**config.mk**
```make
export PLATFORM = sky130hd
export DESIGN_NAME = lcd_ctrl
export DESIGN_NICKNAME = d
export VERILOG_FILES = /design/src/rtl/lcd_ctrl_pkg.sv /design/src/rtl/lcd_timer.sv /design/src/rtl/lcd_ctrl.sv
export SDC_FILE = /design/constraint.sdc
export NUM_CORES = 1
export LEC_CHECK = 0
export ABC_CLOCK_PERIOD_IN_PS = 5300
export CORE_ASPECT_RATIO = 1.75
export CORE_MARGIN = 2
export CORE_UTILIZATION = 54
export DETAILED_ROUTE_END_ITERATION = 10
export PLACE_DENSITY = 0.85
export SLEW_MARGIN = 0
export SYNTH_ARGS = -nofsm -noshare
export SYNTH_HDL_FRONTEND = slang
export SYNTH_SLANG_ARGS = --single-unit
```
**constraint.sdc**
```tcl
create_clock -name clk_i -period 5.3 [get_ports clk_i]
set_input_delay 1.06 -clock clk_i [delete_from_list [all_inputs] [get_ports clk_i]]
set_output_delay 1.06 -clock clk_i [all_outputs]
set_load 0.02 [all_outputs]
```
**src/rtl/lcd_ctrl_pkg.sv**
```systemverilog
// rtl/lcd_ctrl_pkg.sv - shared types, bit positions and init command table for lcd_ctrl
package lcd_ctrl_pkg;

  typedef enum logic [2:0] {
    ST_IDLE  = 3'd0,
    ST_SETUP = 3'd1,
    ST_PULSE = 3'd2,
    ST_HOLD  = 3'd3,
    ST_WAIT  = 3'd4,
    ST_INIT  = 3'd5
  } state_e;

  localparam int LCD_ON_BIT = 31;
  localparam int LCD_EN_BIT = 10;
  localparam int LCD_RW_BIT = 9;
  localparam int LCD_RS_BIT = 8;

  // Power-up sequence: function set 8-bit/2-line, display on, clear, entry mode.
  localparam int INIT_CMDS = 4;
  localparam logic [INIT_CMDS-1:0][7:0] INIT_ROM = {8'h06, 8'h01, 8'h0C, 8'h38};

  function automatic int max_int(input int a, input int b);
    return (a > b) ? a : b;
  endfunction

  // Clear (0x00/0x01) and home (0x02/0x03) need the long execution wait.
  function automatic logic is_long_cmd(input logic rs, input logic [7:0] data);
    return !rs && ((data[7:1] == 7'b0000000) || (data[7:1] == 7'b0000001));
  endfunction

endpackage

```
**src/rtl/lcd_timer.sv**
```systemverilog
// rtl/lcd_timer.sv - loadable down-counter that stops at zero and flags it
module lcd_timer #(
  parameter int             W         = 8,
  parameter logic [W-1:0]   RESET_VAL = '0
) (
  input  logic         clk_i,
  input  logic         rst_i,
  input  logic         load_i,
  input  logic [W-1:0] load_val_i,
  output logic         zero_o
);

  logic [W-1:0] cnt_q, cnt_d;

  // Load takes priority; otherwise count down and park at zero.
  always_comb begin
    cnt_d = cnt_q;
    if (load_i) begin
      cnt_d = load_val_i;
    end else if (cnt_q != '0) begin
      cnt_d = cnt_q - W'(1);
    end
  end

  // Counter register.
  always_ff @(posedge clk_i) begin
    if (rst_i) begin
      cnt_q <= RESET_VAL;
    end else begin
      cnt_q <= cnt_d;
    end
  end

  assign zero_o = (cnt_q == '0);

endmodule

```
**src/rtl/lcd_ctrl.sv**
```systemverilog
// rtl/lcd_ctrl.sv - HD44780 write sequencer (setup/EN pulse/hold/exec wait); optional power-up init via LCD_CTRL_INIT_EN
module lcd_ctrl
  import lcd_ctrl_pkg::*;
#(
  parameter int T_SETUP_CYC = 2,
  parameter int T_EN_CYC    = 12,
  parameter int T_HOLD_CYC  = 2,
  parameter int T_CMD_CYC   = 2000,
  parameter int T_CLR_CYC   = 82000
) (
  input  logic        clk_i,
  input  logic        rst_i,
  input  logic        req_valid_i,
  output logic        req_ready_o,
  input  logic        req_rs_i,
  input  logic [7:0]  req_data_i,
  input  logic        lcd_on_i,
  output logic        busy_o,
  output logic [31:0] lcd_o
);

`ifdef LCD_CTRL_INIT_EN
  localparam int MAX_CYC = max_int(max_int(max_int(T_SETUP_CYC, T_EN_CYC),
                                           max_int(T_HOLD_CYC, T_CMD_CYC)),
                                   max_int(T_CLR_CYC, T_CLR_CYC * 10));
`else
  localparam int MAX_CYC = max_int(max_int(max_int(T_SETUP_CYC, T_EN_CYC),
                                           max_int(T_HOLD_CYC, T_CMD_CYC)),
                                   T_CLR_CYC);
`endif
  localparam int TW = $clog2(MAX_CYC) + 1;

  localparam logic [TW-1:0] LD_SETUP = TW'(T_SETUP_CYC - 1);
  localparam logic [TW-1:0] LD_EN    = TW'(T_EN_CYC - 1);
  localparam logic [TW-1:0] LD_HOLD  = TW'(T_HOLD_CYC - 1);
  localparam logic [TW-1:0] LD_CMD   = TW'(T_CMD_CYC - 1);
  localparam logic [TW-1:0] LD_CLR   = TW'(T_CLR_CYC - 1);

`ifdef LCD_CTRL_INIT_EN
  localparam state_e        RESET_STATE = ST_INIT;
  localparam logic [TW-1:0] TIMER_RST   = TW'(T_CLR_CYC * 10 - 1);
`else
  localparam state_e        RESET_STATE = ST_IDLE;
  localparam logic [TW-1:0] TIMER_RST   = '0;
`endif

  state_e        state_q, state_d;
  logic          rs_q, rs_d;
  logic [7:0]    data_q, data_d;
  logic [31:0]   lcd_q, lcd_d;
  logic          timer_load;
  logic [TW-1:0] timer_val;
  logic          timer_zero;

`ifdef LCD_CTRL_INIT_EN
  logic       init_active_q, init_active_d;
  logic [1:0] init_idx_q, init_idx_d;
`endif

  lcd_timer #(
    .W         (TW),
    .RESET_VAL (TIMER_RST)
  ) u_timer (
    .clk_i      (clk_i),
    .rst_i      (rst_i),
    .load_i     (timer_load),
    .load_val_i (timer_val),
    .zero_o     (timer_zero)
  );

  // Next-state logic: each timed phase advances when the timer has drained.
  always_comb begin
    state_d    = state_q;
    rs_d       = rs_q;
    data_d     = data_q;
    timer_load = 1'b0;
    timer_val  = '0;
`ifdef LCD_CTRL_INIT_EN
    init_active_d = init_active_q;
    init_idx_d    = init_idx_q;
`endif
    case (state_q)
      ST_IDLE: begin
        if (req_valid_i) begin
          state_d    = ST_SETUP;
          rs_d       = req_rs_i;
          data_d     = req_data_i;
          timer_load = 1'b1;
          timer_val  = LD_SETUP;
        end
      end
      ST_SETUP: begin
        if (timer_zero) begin
          state_d    = ST_PULSE;
          timer_load = 1'b1;
          timer_val  = LD_EN;
        end
      end
      ST_PULSE: begin
        if (timer_zero) begin
          state_d    = ST_HOLD;
          timer_load = 1'b1;
          timer_val  = LD_HOLD;
        end
      end
      ST_HOLD: begin
        if (timer_zero) begin
          state_d    = ST_WAIT;
          timer_load = 1'b1;
          timer_val  = is_long_cmd(rs_q, data_q) ? LD_CLR : LD_CMD;
        end
      end
      ST_WAIT: begin
        if (timer_zero) begin
          state_d = ST_IDLE;
`ifdef LCD_CTRL_INIT_EN
          // During power-up, chain straight into the next table entry.
          if (init_active_q) begin
            if (init_idx_q == 2'(INIT_CMDS - 1)) begin
              init_active_d = 1'b0;
            end else begin
              init_idx_d = init_idx_q + 2'd1;
              state_d    = ST_SETUP;
              rs_d       = 1'b0;
              data_d     = INIT_ROM[init_idx_q + 2'd1];
              timer_load = 1'b1;
              timer_val  = LD_SETUP;
            end
          end
`endif
        end
      end
`ifdef LCD_CTRL_INIT_EN
      ST_INIT: begin
        if (timer_zero) begin
          state_d    = ST_SETUP;
          rs_d       = 1'b0;
          data_d     = INIT_ROM[0];
          timer_load = 1'b1;
          timer_val  = LD_SETUP;
        end
      end
`endif
      default: begin
        state_d = ST_IDLE;
      end
    endcase
  end

  // Output word follows the next state so it is aligned with the state register.
  always_comb begin
    lcd_d             = '0;
    lcd_d[LCD_ON_BIT] = lcd_on_i;
    lcd_d[LCD_RW_BIT] = 1'b0;
    lcd_d[LCD_RS_BIT] = lcd_q[LCD_RS_BIT];
    lcd_d[7:0]        = lcd_q[7:0];
    if ((state_d == ST_SETUP) || (state_d == ST_PULSE) || (state_d == ST_HOLD)) begin
      lcd_d[LCD_RS_BIT] = rs_d;
      lcd_d[7:0]        = data_d;
    end
    lcd_d[LCD_EN_BIT] = (state_d == ST_PULSE);
  end

  // State, latched request and registered LCD word.
  always_ff @(posedge clk_i) begin
    if (rst_i) begin
      state_q <= RESET_STATE;
      rs_q    <= 1'b0;
      data_q  <= 8'h00;
      lcd_q   <= 32'h0;
    end else begin
      state_q <= state_d;
      rs_q    <= rs_d;
      data_q  <= data_d;
      lcd_q   <= lcd_d;
    end
  end

`ifdef LCD_CTRL_INIT_EN
  // Power-up sequence progress.
  always_ff @(posedge clk_i) begin
    if (rst_i) begin
      init_active_q <= 1'b1;
      init_idx_q    <= 2'd0;
    end else begin
      init_active_q <= init_active_d;
      init_idx_q    <= init_idx_d;
    end
  end
`endif

  assign req_ready_o = (state_q == ST_IDLE);
  assign busy_o      = !req_ready_o;
  assign lcd_o       = lcd_q;

endmodule

```
==> qor.txt <==
RSZ-0062 raised after global routing: false
Boundary Pins: 47
Gate Count Post-Synth: 237
clk slew on worst S/H paths: 0.08 ns
Reg-to-Reg Start: u_timer.cnt_q[4]
number of antenna violations at the first check in global routing: 0
final WL: 4250 um
Nets: 274
leading cell type in the layout, fill and taps excluded: dfxtp_1
post-DR wirelength/cell: 13.9 um
largest net degree at the start of global routing: 28
clk root buf: clkbuf_8
post-synthesis cell area: 2080 um2
most frequent cells in the layout: 41 x dfxtp_1, 29 x nand2_1, 25 x clkdlybuf4s50_1
post-route ant nets: 0
clock share of power: 14.3%
Hold EP: data_q[0]
compound-gate portion of the synthesized area: 13.6%
CP startpoint kind: flop
max-cap viol count: 0
Area growth syn-to-layout: 12.9%
# rows: 29
GR peak layer: met2
Sinks on Clock Net: 41
cts hold-fix bufs: 0
H-tree depth: 2
Tcrit/Tclk final: 54.4%
Cell variety after synth: 49
CP startpoint: state_q[2]
Comb power frac: 53.3%
DP Area: 2270 um2
Adder-Cell Fraction of Synth Area: 1.20%
setup TNS: 0 ns
CP Max Fanout: 10
first-pass GRT wire length: 7050 um
r2r setup slk: 2.52 ns
Slew @ Worst Pin: 0.948 ns
Slew headroom: 36.2%
largest family of logic cells by synthesized area: simple AND/OR/NAND/NOR gates
Seq cells post-synth: 41
n_diodes: 0
crit path time final: 2.88 ns
Worst Path Required: 4.24 ns
Hold Crit Depth: 2
outcome: finished, final reports clean
drc violations: 0
Mean Syn Cell Area: 8.80 um2
number of global-route vias before repair: 1637
CTS buffer count: 5
xor and xnor area share after synthesis: 6.30%
async set or reset register ratio after synthesis: 0%
DRT iter0 DRCs: 66
post-DP HPWL: 3150 um
crit path cell chain: or3_1, inv_1, clkdlybuf4s50_1
die area: 4390 um2
Clk Latency, worst-skew pair: 0.30 ns
IO buf count: 25
top_reg_cell synth: dfxtp_1
CTS tree: built
CORE AREA: 3660 um2
Worst setup EP type: primary output
total number of yosys warnings: 0
R2R Path End: lcd_o[3]
Layout Skew: 0.0105 ns
WS Path Type: reg2out
met3 Use GR: 3.79%
Critical Path AT: 1.82 ns
mux contribution to synthesized area: 5.34%
GR Util met1: 21.3%
Die Y: 86.2 um
slowest cell on the critical path: clkdlybuf4s50_1
Hold Violations, Final: 0
min-delay src: data_q[0]
routed vias: 1623
register area share after synthesis: 39.4%
Final Max Slew Viols: 0
post-cts resize count: 0
met2 Use GR: 38.7%
max frequency: 347 MHz
Initial Utilization: 56.9%
Final Wtd Congestion: 0.825
Seq pwr share: 32.4%
setup bufs post-CTS: 0
Total GRT Usage: 21.6%
CTS max path bufs: 2
Finished Cell Area: 2350 um2
leakage: 0.898 nW
type of the worst min-delay path: reg2reg
Psw: 626 uW
Int Pwr: 800 uW
# setup viols final: 0
DR vias/cell: 5.32
Pre-Repair DR Iteration Count: 4
EDFF count, synth: 0
Fillers: 328
R2R cell count: 5
post-synthesis simple-gate area fraction: 23.3%
total grt overflow: 0
Sw Ratio: 43.9%
pwr/cell area: 606 nW/um2
Worst VDD drop: 408 uV
CP peak stage delay: 0.61 ns
layout cells sized above 1: 8.88%
die width: 51.0 um
==> registers in the layout, summed over array words and instances (netlist names) <==
signal	count
data_q	8
lcd_o	11
rs_q	1
state_q	3
u_timer.cnt_q	18
==> cell usage after synthesis, drive strengths merged, types with 2 or more instances <==
cell | n | area share (%)
nor2b | 10 | 3.0
buf | 23 | 8.3
xnor2 | 7 | 2.9
nand2b | 2 | 0.60
nor3 | 8 | 1.9
clkbuf | 7 | 1.3
nor4 | 6 | 2.8
a31oi | 2 | 0.60
a21oi | 18 | 4.3
xor2 | 8 | 3.4
nor2 | 17 | 3.4
o31ai | 2 | 1.4
nor3b | 2 | 0.72
mux2 | 9 | 4.9
o2111ai | 2 | 0.84
o21ai | 7 | 2.2
dfxtp | 41 | 39
inv | 6 | 1.1
nand4 | 2 | 0.60
ha | 2 | 1.2
nand3 | 2 | 0.48
or3 | 7 | 2.3
nand2 | 29 | 5.2
==> layout make-up <==
cell class                 instances  area, um2  area share (%)
tap                               46       57.6            2.45
multi-input combinational        180       1120            47.4
clock buffer                       7       86.3            3.67
inverter                           6       22.5           0.957
sequential                        41        821            34.9
timing repair buffer              25        250            10.6
==> power by group through the flow <==
stage / registers (mW) / logic, mW / clock network, mW
5_1_grt: 0.473 / 0.835 / 0.215
6_report: 0.462 / 0.760 / 0.204
3_3_place_gp: 0.465 / 0.741 / 0
2_1_floorplan: 0.469 / 0.599 / 0
3_5_place_dp: 0.468 / 0.752 / 0
4_1_cts: 0.462 / 0.760 / 0.209
==> stage by stage <==
stage | cells | total power, mW | utilization [%] | worst slack [ns] | hold slack [ns]
2_1_floorplan | 257 | 1.07 | - | 3.10 | 0.437
3_3_place_gp | 298 | 1.21 | 61.9 | 2.46 | 0.461
3_5_place_dp | 298 | 1.22 | 61.9 | 2.42 | 0.464
4_1_cts | 305 | 1.43 | 64.2 | 2.42 | 0.480
5_1_grt | 305 | 1.52 | 64.2 | 2.30 | 0.515
6_report | 305 | 1.43 | 64.2 | 2.42 | 0.472
==> how the worst max path moves through the flow <==
stage and end:
3_3_place_gp u_timer.cnt_q[16], 6_report req_ready_o, 2_1_floorplan req_ready_o, 4_1_cts req_ready_o, 5_1_grt lcd_o[3], 3_5_place_dp u_timer.cnt_q[16]
==> cell families after synthesis <==
kind of cell,Yosys count
fa+ha+maj,2
compound gates,41
simple gates,91
other cells,1
xor+xnor,15
mux,10
buf+inv,36
flops,41
==> worst max-delay path, delay by kind of cell (launching register included) <==
kind | cells | cell delay, ns
buffers and inverters | 2 | 0.71
flip-flops | 1 | 0.43
AND/OR/NAND/NOR | 1 | 0.37
==> layer usage <==
layer	part of all wire, %	vias up
li1	-	816
met1	35	734
met2	56	56
met3	4.8	17
met4	4.3	0
met5	0	-
Note: power is estimated with default switching activity, not from simulation.
